## config.mk

```make
export PLATFORM = sky130hd
export DESIGN_NAME = rf_arbiter
export DESIGN_NICKNAME = d
export VERILOG_FILES = /design/src/rtl/rf_arb_pkg.sv /design/src/rtl/rf_arb_rr.sv /design/src/rtl/rf_arbiter.sv
export SDC_FILE = /design/constraint.sdc
export NUM_CORES = 1
export LEC_CHECK = 0
export CAP_MARGIN = 5
export CORE_ASPECT_RATIO = 0.75
export CORE_UTILIZATION = 35
export CTS_BUF_LIST = sky130_fd_sc_hd__clkbuf_2 sky130_fd_sc_hd__clkbuf_4 sky130_fd_sc_hd__clkbuf_8
export CTS_CLUSTER_SIZE = 12
export DETAILED_ROUTE_END_ITERATION = 10
export DONT_BUFFER_PORTS = 1
export GPL_ROUTABILITY_DRIVEN = 1
export REMOVE_ABC_BUFFERS = 1
export SLEW_MARGIN = 20
export SYNTH_ARGS = -nofsm -noshare
export SYNTH_HDL_FRONTEND = slang
export SYNTH_SLANG_ARGS = --single-unit
```

## constraint.sdc

```tcl
create_clock -name CLK -period 1.55 [get_ports CLK]
set_input_delay 0.31 -clock CLK [delete_from_list [all_inputs] [get_ports CLK]]
set_output_delay 0.31 -clock CLK [all_outputs]
set_load 0.02 [all_outputs]
```

## src/rtl/rf_arb_pkg.sv

```systemverilog
//-----------------------------------------------------------------------------
// rf_arb_pkg
// Shared types and constants for the register-file arbiter.
//   state_t   : arbiter FSM states (IDLE accepts requests, RD_WAIT waits for
//               the register file read return)
//   owner_t   : which requester owns the outstanding read
//   ALU_OPERAND_LIMIT : addresses below this hold live ALU operands
//   cnt_width : width of the read-timeout counter for a given timeout
//-----------------------------------------------------------------------------
package rf_arb_pkg;

   typedef enum logic {
      IDLE    = 1'b0,
      RD_WAIT = 1'b1
   } state_t;

   typedef enum logic {
      OWN_SYS = 1'b0,   // requester 0, system controller
      OWN_DBG = 1'b1    // requester 1, config/debug port
   } owner_t;

   localparam int unsigned ALU_OPERAND_LIMIT = 2;

   // Counter must be able to hold RD_TIMEOUT-1; never narrower than one bit.
   function automatic int unsigned cnt_width(input int unsigned timeout);
      return (timeout < 2) ? 1 : $clog2(timeout + 1);
   endfunction

endpackage : rf_arb_pkg

```

## src/rtl/rf_arb_rr.sv

```systemverilog
//-----------------------------------------------------------------------------
// rf_arb_rr
// Two-way round-robin picker. Purely combinational.
//   eligible[1:0] in  : requester i may be granted this cycle
//   last          in  : index of the requester granted most recently
//   grant[1:0]    out : one-hot winner, all zero when nobody is eligible
// On a tie the requester that was NOT granted last wins.
//-----------------------------------------------------------------------------
module rf_arb_rr (
   input  logic [1:0] eligible,
   input  logic       last,
   output logic [1:0] grant
);

   always_comb begin
      // NOTE: assigning a default before the case keeps every path driven,
      // so no latch is inferred when no branch matches.
      grant = 2'b00;
      case (eligible)
         2'b01:   grant = 2'b01;
         2'b10:   grant = 2'b10;
         2'b11:   grant = last ? 2'b01 : 2'b10;
         default: grant = 2'b00;
      endcase
   end

endmodule : rf_arb_rr

```

## src/rtl/rf_arbiter.sv

```systemverilog
//-----------------------------------------------------------------------------
// rf_arbiter
// Arbitrates two requesters onto a single-ported register file.
//
// Ports
//   CLK, RST                 : clock, asynchronous active-low reset
//   REQ0/1, WR0/1            : request, 1 = write / 0 = read
//   ADDR0/1, WDATA0/1        : request address and write data
//   GNT0/1                   : one-cycle pulse, request accepted this cycle
//   RDATA0/1                 : registered read data per requester
//   RDATA_VLD0/1             : one-cycle pulse, RDATA just updated
//   RD_ERR0/1                : one-cycle pulse, read timed out
//   ALU_LOCK                 : ALU operand registers (addr 0,1) in use
//   Addr, Wr_Reg, WrEn, RdEn : register file strobes (combinational)
//   Rd_Reg, Rd_Reg_Valid     : register file read return
//
// Grants are combinational in IDLE. A write finishes in its grant cycle; a
// read parks the FSM in RD_WAIT until the register file answers or the
// timeout counter expires. Read results are registered, so RDATA_VLD/RD_ERR
// appear the cycle after the event that caused them.
//-----------------------------------------------------------------------------
module rf_arbiter
   import rf_arb_pkg::*;
#(
   parameter int unsigned ADDR_WIDTH = 4,
   parameter int unsigned DATA_WIDTH = 8,
   parameter int unsigned RD_TIMEOUT = 8
) (
   input  logic                  CLK,
   input  logic                  RST,

   input  logic                  REQ0,
   input  logic                  REQ1,
   input  logic                  WR0,
   input  logic                  WR1,
   input  logic [ADDR_WIDTH-1:0] ADDR0,
   input  logic [ADDR_WIDTH-1:0] ADDR1,
   input  logic [DATA_WIDTH-1:0] WDATA0,
   input  logic [DATA_WIDTH-1:0] WDATA1,

   output logic                  GNT0,
   output logic                  GNT1,
   output logic [DATA_WIDTH-1:0] RDATA0,
   output logic [DATA_WIDTH-1:0] RDATA1,
   output logic                  RDATA_VLD0,
   output logic                  RDATA_VLD1,
   output logic                  RD_ERR0,
   output logic                  RD_ERR1,

   input  logic                  ALU_LOCK,

   output logic [ADDR_WIDTH-1:0] Addr,
   output logic [DATA_WIDTH-1:0] Wr_Reg,
   output logic                  WrEn,
   output logic                  RdEn,
   input  logic [DATA_WIDTH-1:0] Rd_Reg,
   input  logic                  Rd_Reg_Valid
);

   localparam int unsigned           CNT_W    = cnt_width(RD_TIMEOUT);
   // Value the counter holds during the last allowed wait cycle.
   localparam logic [CNT_W-1:0]      CNT_LAST = CNT_W'(RD_TIMEOUT - 1);
   localparam logic [ADDR_WIDTH-1:0] ALU_LIM  = ADDR_WIDTH'(ALU_OPERAND_LIMIT);

   //--------------------------------------------------------------------------
   // State
   //--------------------------------------------------------------------------
   state_t                       state_q, state_d;
   owner_t                       owner_q, owner_d;
   logic                         last_q,  last_d;
   logic [CNT_W-1:0]             cnt_q,   cnt_d;
   logic [1:0][DATA_WIDTH-1:0]   rdata_q, rdata_d;
   logic [1:0]                   vld_q,   vld_d;
   logic [1:0]                   err_q,   err_d;

   //--------------------------------------------------------------------------
   // Eligibility and arbitration
   //--------------------------------------------------------------------------
   logic                  arb_en;
   logic                  alu_block;
   logic [1:0]            eligible;
   logic [1:0]            gnt;
   logic                  win_idx;
   logic                  win_wr;
   logic [ADDR_WIDTH-1:0] win_addr;
   logic [DATA_WIDTH-1:0] win_wdata;
   logic                  own_idx;

   // Grants only from IDLE, and never while reset is held so that every
   // strobe stays low during reset even with requests pending.
   assign arb_en    = (state_q == IDLE) && RST;

   // The debug port may not overwrite an ALU operand while the ALU holds it;
   // reads and writes elsewhere are unaffected.
   assign alu_block = ALU_LOCK && WR1 && (ADDR1 < ALU_LIM);

   assign eligible  = arb_en ? {REQ1 && !alu_block, REQ0} : 2'b00;

   rf_arb_rr u_rr (
      .eligible (eligible),
      .last     (last_q),
      .grant    (gnt)
   );

   // gnt is one-hot, so bit 1 alone identifies the winner.
   assign win_idx   = gnt[1];
   assign win_wr    = win_idx ? WR1    : WR0;
   assign win_addr  = win_idx ? ADDR1  : ADDR0;
   assign win_wdata = win_idx ? WDATA1 : WDATA0;
   assign own_idx   = (owner_q == OWN_DBG);

   assign GNT0 = gnt[0];
   assign GNT1 = gnt[1];

   //--------------------------------------------------------------------------
   // Next-state and strobe logic
   //--------------------------------------------------------------------------
   always_comb begin
      state_d = state_q;
      owner_d = owner_q;
      last_d  = last_q;
      cnt_d   = cnt_q;
      rdata_d = rdata_q;
      vld_d   = '0;
      err_d   = '0;
      Addr    = '0;
      Wr_Reg  = '0;
      WrEn    = 1'b0;
      RdEn    = 1'b0;

      case (state_q)
         IDLE: begin
            // Rd_Reg_Valid is deliberately not looked at here.
            if (|gnt) begin
               Addr   = win_addr;
               Wr_Reg = win_wdata;
               WrEn   = win_wr;
               RdEn   = !win_wr;
               last_d = win_idx;
               if (!win_wr) begin
                  owner_d = win_idx ? OWN_DBG : OWN_SYS;
                  cnt_d   = '0;
                  state_d = RD_WAIT;
               end
            end
         end

         RD_WAIT: begin
            cnt_d = cnt_q + 1'b1;
            // A return in the timeout cycle still wins over the timeout.
            if (Rd_Reg_Valid) begin
               rdata_d[own_idx] = Rd_Reg;
               vld_d[own_idx]   = 1'b1;
               state_d          = IDLE;
            end else if (cnt_q == CNT_LAST) begin
               err_d[own_idx] = 1'b1;
               state_d        = IDLE;
            end
         end

         default: state_d = IDLE;
      endcase
   end

   //--------------------------------------------------------------------------
   // Registers
   //--------------------------------------------------------------------------
   // NOTE: sequential state uses non-blocking assignments so every register
   // samples the pre-edge values of its neighbours.
   always_ff @(posedge CLK or negedge RST) begin
      if (!RST) begin
         state_q <= IDLE;
         owner_q <= OWN_SYS;
         last_q  <= 1'b1;
         cnt_q   <= '0;
         // NOTE: the read-data holding registers are reset too, because
         // RDATA is a visible output that must read zero after reset.
         rdata_q <= '0;
         vld_q   <= '0;
         err_q   <= '0;
      end else begin
         state_q <= state_d;
         owner_q <= owner_d;
         last_q  <= last_d;
         cnt_q   <= cnt_d;
         rdata_q <= rdata_d;
         vld_q   <= vld_d;
         err_q   <= err_d;
      end
   end

   assign RDATA0     = rdata_q[0];
   assign RDATA1     = rdata_q[1];
   assign RDATA_VLD0 = vld_q[0];
   assign RDATA_VLD1 = vld_q[1];
   assign RD_ERR0    = err_q[0];
   assign RD_ERR1    = err_q[1];

endmodule : rf_arbiter

```

### Word level (Yosys, flattened, before mapping)

Index checks and enable logic that the tools add are counted.

| storage, ports and cells | value |
|---|---|
| register bits after elaboration | 27 |
| input port bits | 40 |
| output and inout bits | 36 |
| logic and storage cells | 65 |

| operators by class | value |
|---|---|
| $add $sub $neg | 1 |
| order comparisons | 3 |
| equality and inequality tests | 6 |
| muxes and demuxes | 33 |
| bitwise logic cells | 2 |
| reduce and logical (&&, ||, !) cells | 12 |

Operators with widths:

| operator | count |
|---|---|
| two-way mux 8 bit | 4 |
| two-way mux 4 bit | 5 |
| bitwise mux 16 bit | 1 |
| two-way mux 2 bit | 7 |
| two-way mux 1 bit | 11 |
| demux 8 bit (select 1 bit) | 1 |
| one-hot mux 4 bit (2 select lines) | 1 |
| one-hot mux 2 bit (3 select lines) | 1 |
| AND reduction 2 bit | 3 |
| logical AND 1 bit | 5 |
| adder 4 x 1 -> 4 bit (second input constant) | 1 |
| equality test 2 bit (second input constant) | 2 |
| equality test 4 x 3 -> 1 bit (second input constant) | 1 |
| less-than comparator 4 x 2 -> 1 bit (second input constant) | 1 |
| AND reduction 3 bit | 1 |
| equality test 2 x 1 -> 1 bit (second input constant) | 1 |
| zero test 1 bit | 2 |
| less-than comparator 1 x 2 -> 1 bit (second input constant) | 1 |
| != test 2 x 1 -> 1 bit (second input constant) | 1 |
| != test 2 bit (second input constant) | 1 |
| inverter 1 bit | 2 |
| one-hot mux 1 bit (2 select lines) | 1 |
| OR reduction 2 bit | 1 |
| demux 1 bit (select 1 bit) | 1 |
| greater-or-equal comparator 1 bit (second input constant) | 1 |

### Longest topological paths before layout

Gate-level depths: netlist of the first run.

| logic depth | value |
|---|---|
| word-level depth | 11 |
| mapped depth | 5 |

### Modules after synthesis

A second synthesis of the first run with hierarchy kept.

| second synthesis, totals | value |
|---|---|
| cell total of the unflattened synthesis | 117 |
| area total of the unflattened synthesis | 1326.3 um2 |

By module, submodules not included:

| module | instances | cells each | area an instance (um2) | seq. area each (um2) |
|---|---|---|---|---|
| rf_arbiter | 1 | 114 | 1307.5 | 676.9 |
| rf_arb_rr | 1 | 3 | 18.8 | 0.0 |

### Least setup slack after synthesis of the first run

No wires, ideal clock.

| timing path | value |
|---|---|
| path type | input -> output |
| start point | input port ADDR1[3] |
| end point | output port Addr[0] |
| arrival time | 1585 ps |
| path slack | -345 ps |
| stages on the path | 5 |
| path buffers | 2 |
| path through | nor4b_1 a221o_1 buf_2 buf_6 mux2i_1 |

| on the way | value |
|---|---|
| cells in the longest elaborated chain, start to end | 10 |
| elaborated cells between the ends (all ways) | 13 |

RTL lines:

| element | line | source |
|---|---|---|
| start: declaration | rf_arbiter.sv:37 | `input logic [ADDR_WIDTH-1:0] ADDR1,` |
| less-than comparator 4 x 2 -> 1 bit (*) | rf_arbiter.sv:95 | `assign alu_block = ALU_LOCK && WR1 && (ADDR1 < ALU_LIM);` |
| logical AND 1 bit (*) | rf_arbiter.sv:95 |  |
| zero test 1 bit (*) | rf_arbiter.sv:97 | `assign eligible = arb_en ? {REQ1 && !alu_block, REQ0} : 2'b00;` |
| logical AND 1 bit (*) | rf_arbiter.sv:97 |  |
| two-way mux 2 bit (*) | rf_arbiter.sv:97 |  |
| equality test 2 bit or equality test 2 x 1 -> 1 bit (tied branches) | rf_arb_rr.sv:19 | `case (eligible)` |
| one-hot mux 2 bit (3 select lines) (*) | rf_arb_rr.sv:19 |  |
| two-way mux 4 bit or OR reduction 2 bit (tied branches) | rf_arbiter.sv:108, rf_arbiter.sv:134 |  |
| two-way mux 4 bit (*) | rf_arbiter.sv:134 | `if (\|gnt) begin` |
| two-way mux 4 bit (*) | rf_arbiter.sv:131 | `case (state_q)` |
| end: declaration | rf_arbiter.sv:52 | `output logic [ADDR_WIDTH-1:0] Addr,` |

Mark *: on every way between the ends. The rest lies on a longest branch, timed or not.

### Worst setup path in the final report of the first run

| timing path | value |
|---|---|
| start point | register state_q |
| end point | output port Addr[3] |

| on the way | value |
|---|---|
| cells in the longest elaborated chain, start to end | 8 |
| elaborated cells between the ends (all ways) | 11 |

RTL lines:

| element | line | source |
|---|---|---|
| start: declaration | rf_arbiter.sv:68 | `state_t state_q, state_d;` |
| start signal: assignment | rf_arbiter.sv:182 | `state_q <= state_d;` |
| inverter 1 bit (no source line) | -- |  |
| logical AND 1 bit | rf_arbiter.sv:91 | `assign arb_en = (state_q == IDLE) && RST;` |
| two-way mux 2 bit | rf_arbiter.sv:97 |  |
| equality test 2 bit or equality test 2 x 1 -> 1 bit (tied branches) | rf_arb_rr.sv:19 |  |
| one-hot mux 2 bit (3 select lines) | rf_arb_rr.sv:19 |  |
| two-way mux 4 bit or OR reduction 2 bit (tied branches) | rf_arbiter.sv:108, rf_arbiter.sv:134 |  |
| two-way mux 4 bit | rf_arbiter.sv:134 |  |
| two-way mux 4 bit (*) | rf_arbiter.sv:131 |  |

Marked as above.

==> impl_metrics.tcl, run 1 <==
set metrics [dict create \
    status "finished with violations" \
    violations "setup timing" \
    skew_ns 0.00261 \
    synth_top_area_cell "dfrtp_1" \
    tightest_slew_ns 0.483 \
    antenna_found_initial 0 \
    cp.arrival_ns 1.66 \
    htree_levels 1 \
    required_ns 1.24 \
    final_layout_size_suffix_gt1_share_pct 43.6 \
    finalSetupTns_ns -6.17 \
    synth.top_cell.area_share_pct 46.5 \
    drtIter0Drc 69 \
    cts.clk_slew.worst_paths_ns 0.08 \
    ctsRootBufferMaster "clkbuf_8" \
    numPortBuffers 0 \
    ys.flop_type "dfrtp_1" \
    relSlewSlack_pct 67.3 \
    ys_types 32 \
    period_share_pct 127 \
    rows 19 \
    place.gp.congestion 0.797 \
    fin_crit_ns 1.97 \
    nFillCells 324 \
    ys_ff_latch 27 \
    drc 0 \
    irDropWorstVdd_uv 917 \
    cap_violations 0 \
    grt-ovfl-total 0 \
    ys.warnings.count 0 \
    postPlaceCellArea_mm2 0.00163 \
    grt_pass1_wl_mm 5.49 \
    synth.area.top_cells "dfrtp_1, mux2_2, mux2i_1" \
    yosysSeqAreaShare_pct 48.3 \
    cts_tree "built" \
    syn_inst 128 \
    synth-edff-count 0 \
    top_layer "met4" \
    setup_viol 18 \
    viasPerCell 5.22 \
    start_util_pct 37.5 \
    hold_viol 0 \
    end_kind "output pin" \
    final_nets 198 \
    path_class "reg2out" \
    post-route-util_pct 50.7 \
    wl_mm 3.55 \
    async_reset_ff_share_pct 100 \
    dieHeight_um 56.8 \
    route.met2.wl_mm 1.97 \
    first_global_vias 1127 \
    synth_area_mm2 0.00140 \
    cts_buffers 3 \
    wl_met3_um 167 \
    diodes 0 \
    hold_path_class "in2reg" \
    cts.sinks 27 \
    rsz0062_at_grt "true" \
    wl_per_cell_um 17.0 \
    wl_met1_mm 1.35 \
    post-dp-hpwl_mm 2.53 \
    dieArea_mm2 0.00426 \
    maxSlewViolCount 0 \
    start_kind "flop" \
    clk_latency_ns 0.26 \
    design_area_mm2 0.00189 \
    ant_nets 0 \
    fin_ws_ns -0.424 \
    finalPower_uw 2680 \
    crit_path_max_fanout 13 \
    pin_count 76 \
    fmax_ghz 0.507 \
    syn_area_per_cell_um2 10.9 \
    syn_to_final_growth_pct 35.2 \
    core_mm2 0.00373 \
    grt_max_degree 28 \
    gr-usage-all-layers_pct 17.4 \
    vias 1086 \
    p_per_area_mw_per_mm2 1410 \
    p_leak_uw 0.000957 \
    die_w_um 75.0 \
    first_pass_iters 4 \
    multi_input_area_um2 734 \
    regArea_um2 677 \
    cts_max_path_buffers 2 \
]
final timing paths:
path | start | endpoint | slack [ns] | cells past startpoint
max | state_q | Addr[3] | -0.42 | 5
min | Rd_Reg_Valid | err_q[1] | 0.11 | 1
max reg2reg | state_q | cnt_q[1] | -0.02 | 6
min reg2reg | own_idx | err_q[0] | 0.51 | 1
max in group asynchronous | RST | last_q | 0.83 | 2
min in group asynchronous | RST | RDATA1[4] | 0.50 | 2
critical path: stages, from the launching register on:
cell and delay (ns):
dfrtp_1 0.42, nand3b_4 0.18, a221o_1 0.30, buf_12 0.17, mux2i_1 0.16, buf_4 0.17
repair_timing:
| item | CTS | global route |
|---|---|---|
| gates resized for setup | 19 | 11 |
| gates cloned | 1 | 0 |
| endpoints found under the setup margin | 16 | 22 |
| pin swaps | 6 | 3 |
| hold buffers | 2 | 0 |
| hold endpoints to repair | 27 | 0 |
| buffers inserted | 4 | 1 |
kinds of logic after synthesis:
kind of cell,Yosys count,synth area share [%]
AO/OA/AOI/OAI,14,8.94
XOR/XNOR,1,0.626
adder cells (fa/ha/maj),1,0.894
buffers and inverters,23,6.79
flip-flops,27,48.3
multiplexers,28,21.4
AND/OR/NAND/NOR,34,13.0
cells in the final DEF (no fill, tap or decap), types with 2 or more instances in the layout:
cell type and count:
mux2i_1 11, nand3b_1 3, buf_4 16, nand3_2 2, a21oi_2 2, inv_1 19, buf_6 7, nor2_1 2
o211ai_1 2, mux2_2 16, a21o_1 2, dfrtp_1 26, clkbuf_8 3, nand2_2 2, nand2_1 14, nor4_1 2
o22ai_2 2, buf_12 3
report_power, final:
group / internal, µW / total, µW / switching (µW)
registers: 979 / 1460 / 480
logic: 457 / 819 / 363
clock network: 201 / 397 / 196
total: 1640 / 2680 / 1040
synth_stat cells, types with 2 or more instances:
| master | count |
|---|---|
| nand3_1 | 2 |
| o22ai_1 | 2 |
| mux2i_1 | 12 |
| nor4_1 | 2 |
| mux2_2 | 16 |
| nand3b_1 | 3 |
| o211ai_1 | 2 |
| inv_1 | 19 |
| clkbuf_1 | 2 |
| nand2_1 | 17 |
| a21o_1 | 2 |
| dfrtp_1 | 26 |
| nor2_1 | 3 |
| a21oi_1 | 2 |
area by class of cell:
type	count	share of cell area, %
Inverter	19	3.77
Multi-Input combinational cell	78	38.8
Tap cell	52	3.44
Timing Repair Buffer	28	15.7
Sequential cell	27	35.8
Clock buffer	4	2.58
layer usage:
layer  up-vias  global-route usage [%]
li1        495                       -
met1       554                    19.1
met2        26                    31.0
met3        11                    6.10
met4         0                    5.39
met5         -                       0
sequential cells by signal, summed over array words and instances, names as in the netlist:
signal   cells
own_idx      1
RDATA1       8
last_q       1
state_q      1
cnt_q        4
vld_q        2
err_q        2
RDATA0       8
through the flow:
stage | hold slack (ns) | setup slack, ns | cells
after CTS | 0.0980 | -0.436 | 209
after global routing | 0.0923 | -0.476 | 208
after detailed placement | 0.0151 | -0.268 | 198
after global placement | 0.0150 | -0.201 | 198
after floorplan | 0.0144 | -0.490 | 124
final | 0.106 | -0.424 | 208
No activity file was read; power rests on OpenSTA's default activity.
==> run 2: changes to the inputs <==
--- a/config.mk
+++ b/config.mk
@@ -9,7 +9,7 @@
 export CORE_ASPECT_RATIO = 0.75
 export CORE_UTILIZATION = 35
 export CTS_BUF_LIST = sky130_fd_sc_hd__clkbuf_2 sky130_fd_sc_hd__clkbuf_4 sky130_fd_sc_hd__clkbuf_8
-export CTS_CLUSTER_SIZE = 12
+export CTS_CLUSTER_SIZE = 20
 export DETAILED_ROUTE_END_ITERATION = 10
 export DONT_BUFFER_PORTS = 1
 export GPL_ROUTABILITY_DRIVEN = 1
==> results of run 2 <==
The final DEF is identical to that of run 1; final timing and power are the same.
==> run 3: changes to the inputs <==
--- a/config.mk
+++ b/config.mk
@@ -13,7 +13,6 @@
 export DETAILED_ROUTE_END_ITERATION = 10
 export DONT_BUFFER_PORTS = 1
 export GPL_ROUTABILITY_DRIVEN = 1
-export REMOVE_ABC_BUFFERS = 1
 export SLEW_MARGIN = 20
 export SYNTH_ARGS = -nofsm -noshare
 export SYNTH_HDL_FRONTEND = slang
==> constraint.sdc (replaced) <==
create_clock -name CLK -period 1.7 [get_ports CLK]
set_input_delay 0.34 -clock CLK [delete_from_list [all_inputs] [get_ports CLK]]
set_output_delay 0.34 -clock CLK [all_outputs]
set_load 0.02 [all_outputs]
==> impl_metrics.tcl, run 3 (synthesis gave the netlist of run 1 again) <==
set metrics [dict create \
    dieArea_mm2 0.00426 \
    grt-ovfl-total 0 \
    finalSetupTns_ns -2.66 \
    drc 0 \
    final_cells 197 \
    crit_path_max_fanout 6 \
    grt_pass1_wl_mm 4.73 \
    crit_chain "nand3b_4 > a221o_1 > buf_4 > mux2i_4" \
    post-dp-hpwl_mm 2.32 \
    fmax_ghz 0.521 \
    gr-usage-all-layers_pct 14.5 \
    r2r_start "state_q" \
    rsz0062_at_grt "true" \
    setup_viol 15 \
    hp-start "Rd_Reg_Valid" \
    cts_buffers 3 \
    dieHeight_um 56.8 \
    hold_path_class "in2reg" \
    cp.arrival_ns 1.58 \
    wl_per_cell_um 14.8 \
    p_per_area_mw_per_mm2 1270 \
    final_layout_size_suffix_gt1_share_pct 40.0 \
    tightest_slew_ns 0.479 \
    numPortBuffers 0 \
    core_mm2 0.00373 \
    rows 19 \
    period_share_pct 113 \
    syn_to_final_growth_pct 31.1 \
    maxSlewViolCount 0 \
    wl_mm 2.92 \
    diodes 0 \
    htree_levels 1 \
    dp.cells 187 \
    clk_latency_ns 0.27 \
    hold_viol 0 \
    ctsRootBufferMaster "clkbuf_8" \
    die_w_um 75.0 \
    cts.sinks 27 \
    critPathMaxStageDelay_ns 0.38 \
    cp-startpoint "state_q" \
    ant_nets 0 \
    first_global_vias 1024 \
    cts_max_path_buffers 2 \
    vias 1019 \
    path_class "reg2out" \
    status "finished with violations" \
    pin_count 76 \
    skew_ns 0.00677 \
    layout_commonest_cell "dfrtp_1" \
    required_ns 1.36 \
    start_util_pct 37.5 \
    rrSetupSlack_ns 0.11 \
    end_kind "output pin" \
    irDropWorstVdd_uv 776 \
    antenna_found_initial 0 \
    relSlewSlack_pct 68.0 \
    synth_nets 169 \
    layout_common_cells "dfrtp_1, inv_1, nand2_1" \
    start_kind "flop" \
    cts_tree "built" \
    first_pass_iters 4 \
    cpMaxStageDelayCell "dfrtp_1" \
    drtIter0Drc 43 \
    cts.clk_slew.worst_paths_ns 0.09 \
    p_leak_uw 0.000838 \
    final_nets 187 \
    fin_crit_ns 1.92 \
    violations "setup timing" \
    cap_violations 0 \
    fin_ws_ns -0.220 \
    place.gp.congestion 0.758 \
    grt_max_degree 28 \
    viasPerCell 5.17 \
]
==> run 3: changes by cell type in the layout (fill, tap and decap cells not counted), sizes merged <==
| cell | before | now |
|---|---|---|
| buf | 27 | 16 |
| clkbuf | 4 | 3 |
| clkinvlp | 0 | 1 |
==> run 3: final cells by class <==
class | instances | area, µm²
fill | 334 | 1900
multi-input combinational | 78 | 807
clock inverter | 1 | 7.51
sequential | 27 | 677
timing repair buffer | 17 | 166
tap | 52 | 65.1
inverter | 19 | 71.3
clock buffer | 3 | 41.3
==> run 3: metrics by stage <==
step / cell area [µm²] / hold slack [ns] / power (µW) / utilization, % / setup slack, ns
after floorplan: 1570 / 0.0444 / 1790 / - / -0.0482
after global placement: 1690 / 0.0449 / 1910 / 45.2 / -0.0358
after detailed placement: 1690 / 0.0448 / 1950 / 45.2 / -0.0600
after CTS: 1810 / 0.129 / 2350 / 48.6 / -0.238
after global routing: 1840 / 0.123 / 2470 / 49.2 / -0.300
final: 1840 / 0.136 / 2340 / 49.2 / -0.220
==> run 3: worst paths after layout <==
path	cells past startpoint	to
setup reg to reg	6	own_idx
hold reg to reg	1	err_q[0]
setup / recovery	4	Wr_Reg[2]
min in group asynchronous	2	RDATA0[1]
max in group asynchronous	2	last_q
hold / removal	1	err_q[0]
==> run 3: critical path, delay by kind of cell (launching register included) <==
family,cells,cell delay [ns]
buffers and inverters,1,0.22
muxes,1,0.27
AOI/OAI and AO/OA,1,0.29
and+or+nand+nor,1,0.15
DFF,1,0.38
==> run 3: report_power, final <==
| part | switching [µW] | total [µW] | internal, µW |
|---|---|---|---|
| Sequential | 417 | 1310 | 892 |
| Clock | 194 | 359 | 166 |
| Combinational | 300 | 668 | 367 |
==> run 3: routing by layer <==
metal	vias up	part of all wire (%)	track usage, %
li1	476	-	-
met1	507	40	18.6
met2	36	51	24.8
met3	0	8.7	5.39
met4	0	0	0
met5	-	0	0
==> run 3: repair_timing <==
item	in CTS	in global routing
cloned	0	0
gates resized for setup	6	4
pin swaps	2	4
endpoints found under the hold margin	27	0
buffers inserted	3	1
hold buffers	2	0
setup endpoints to repair	16	16
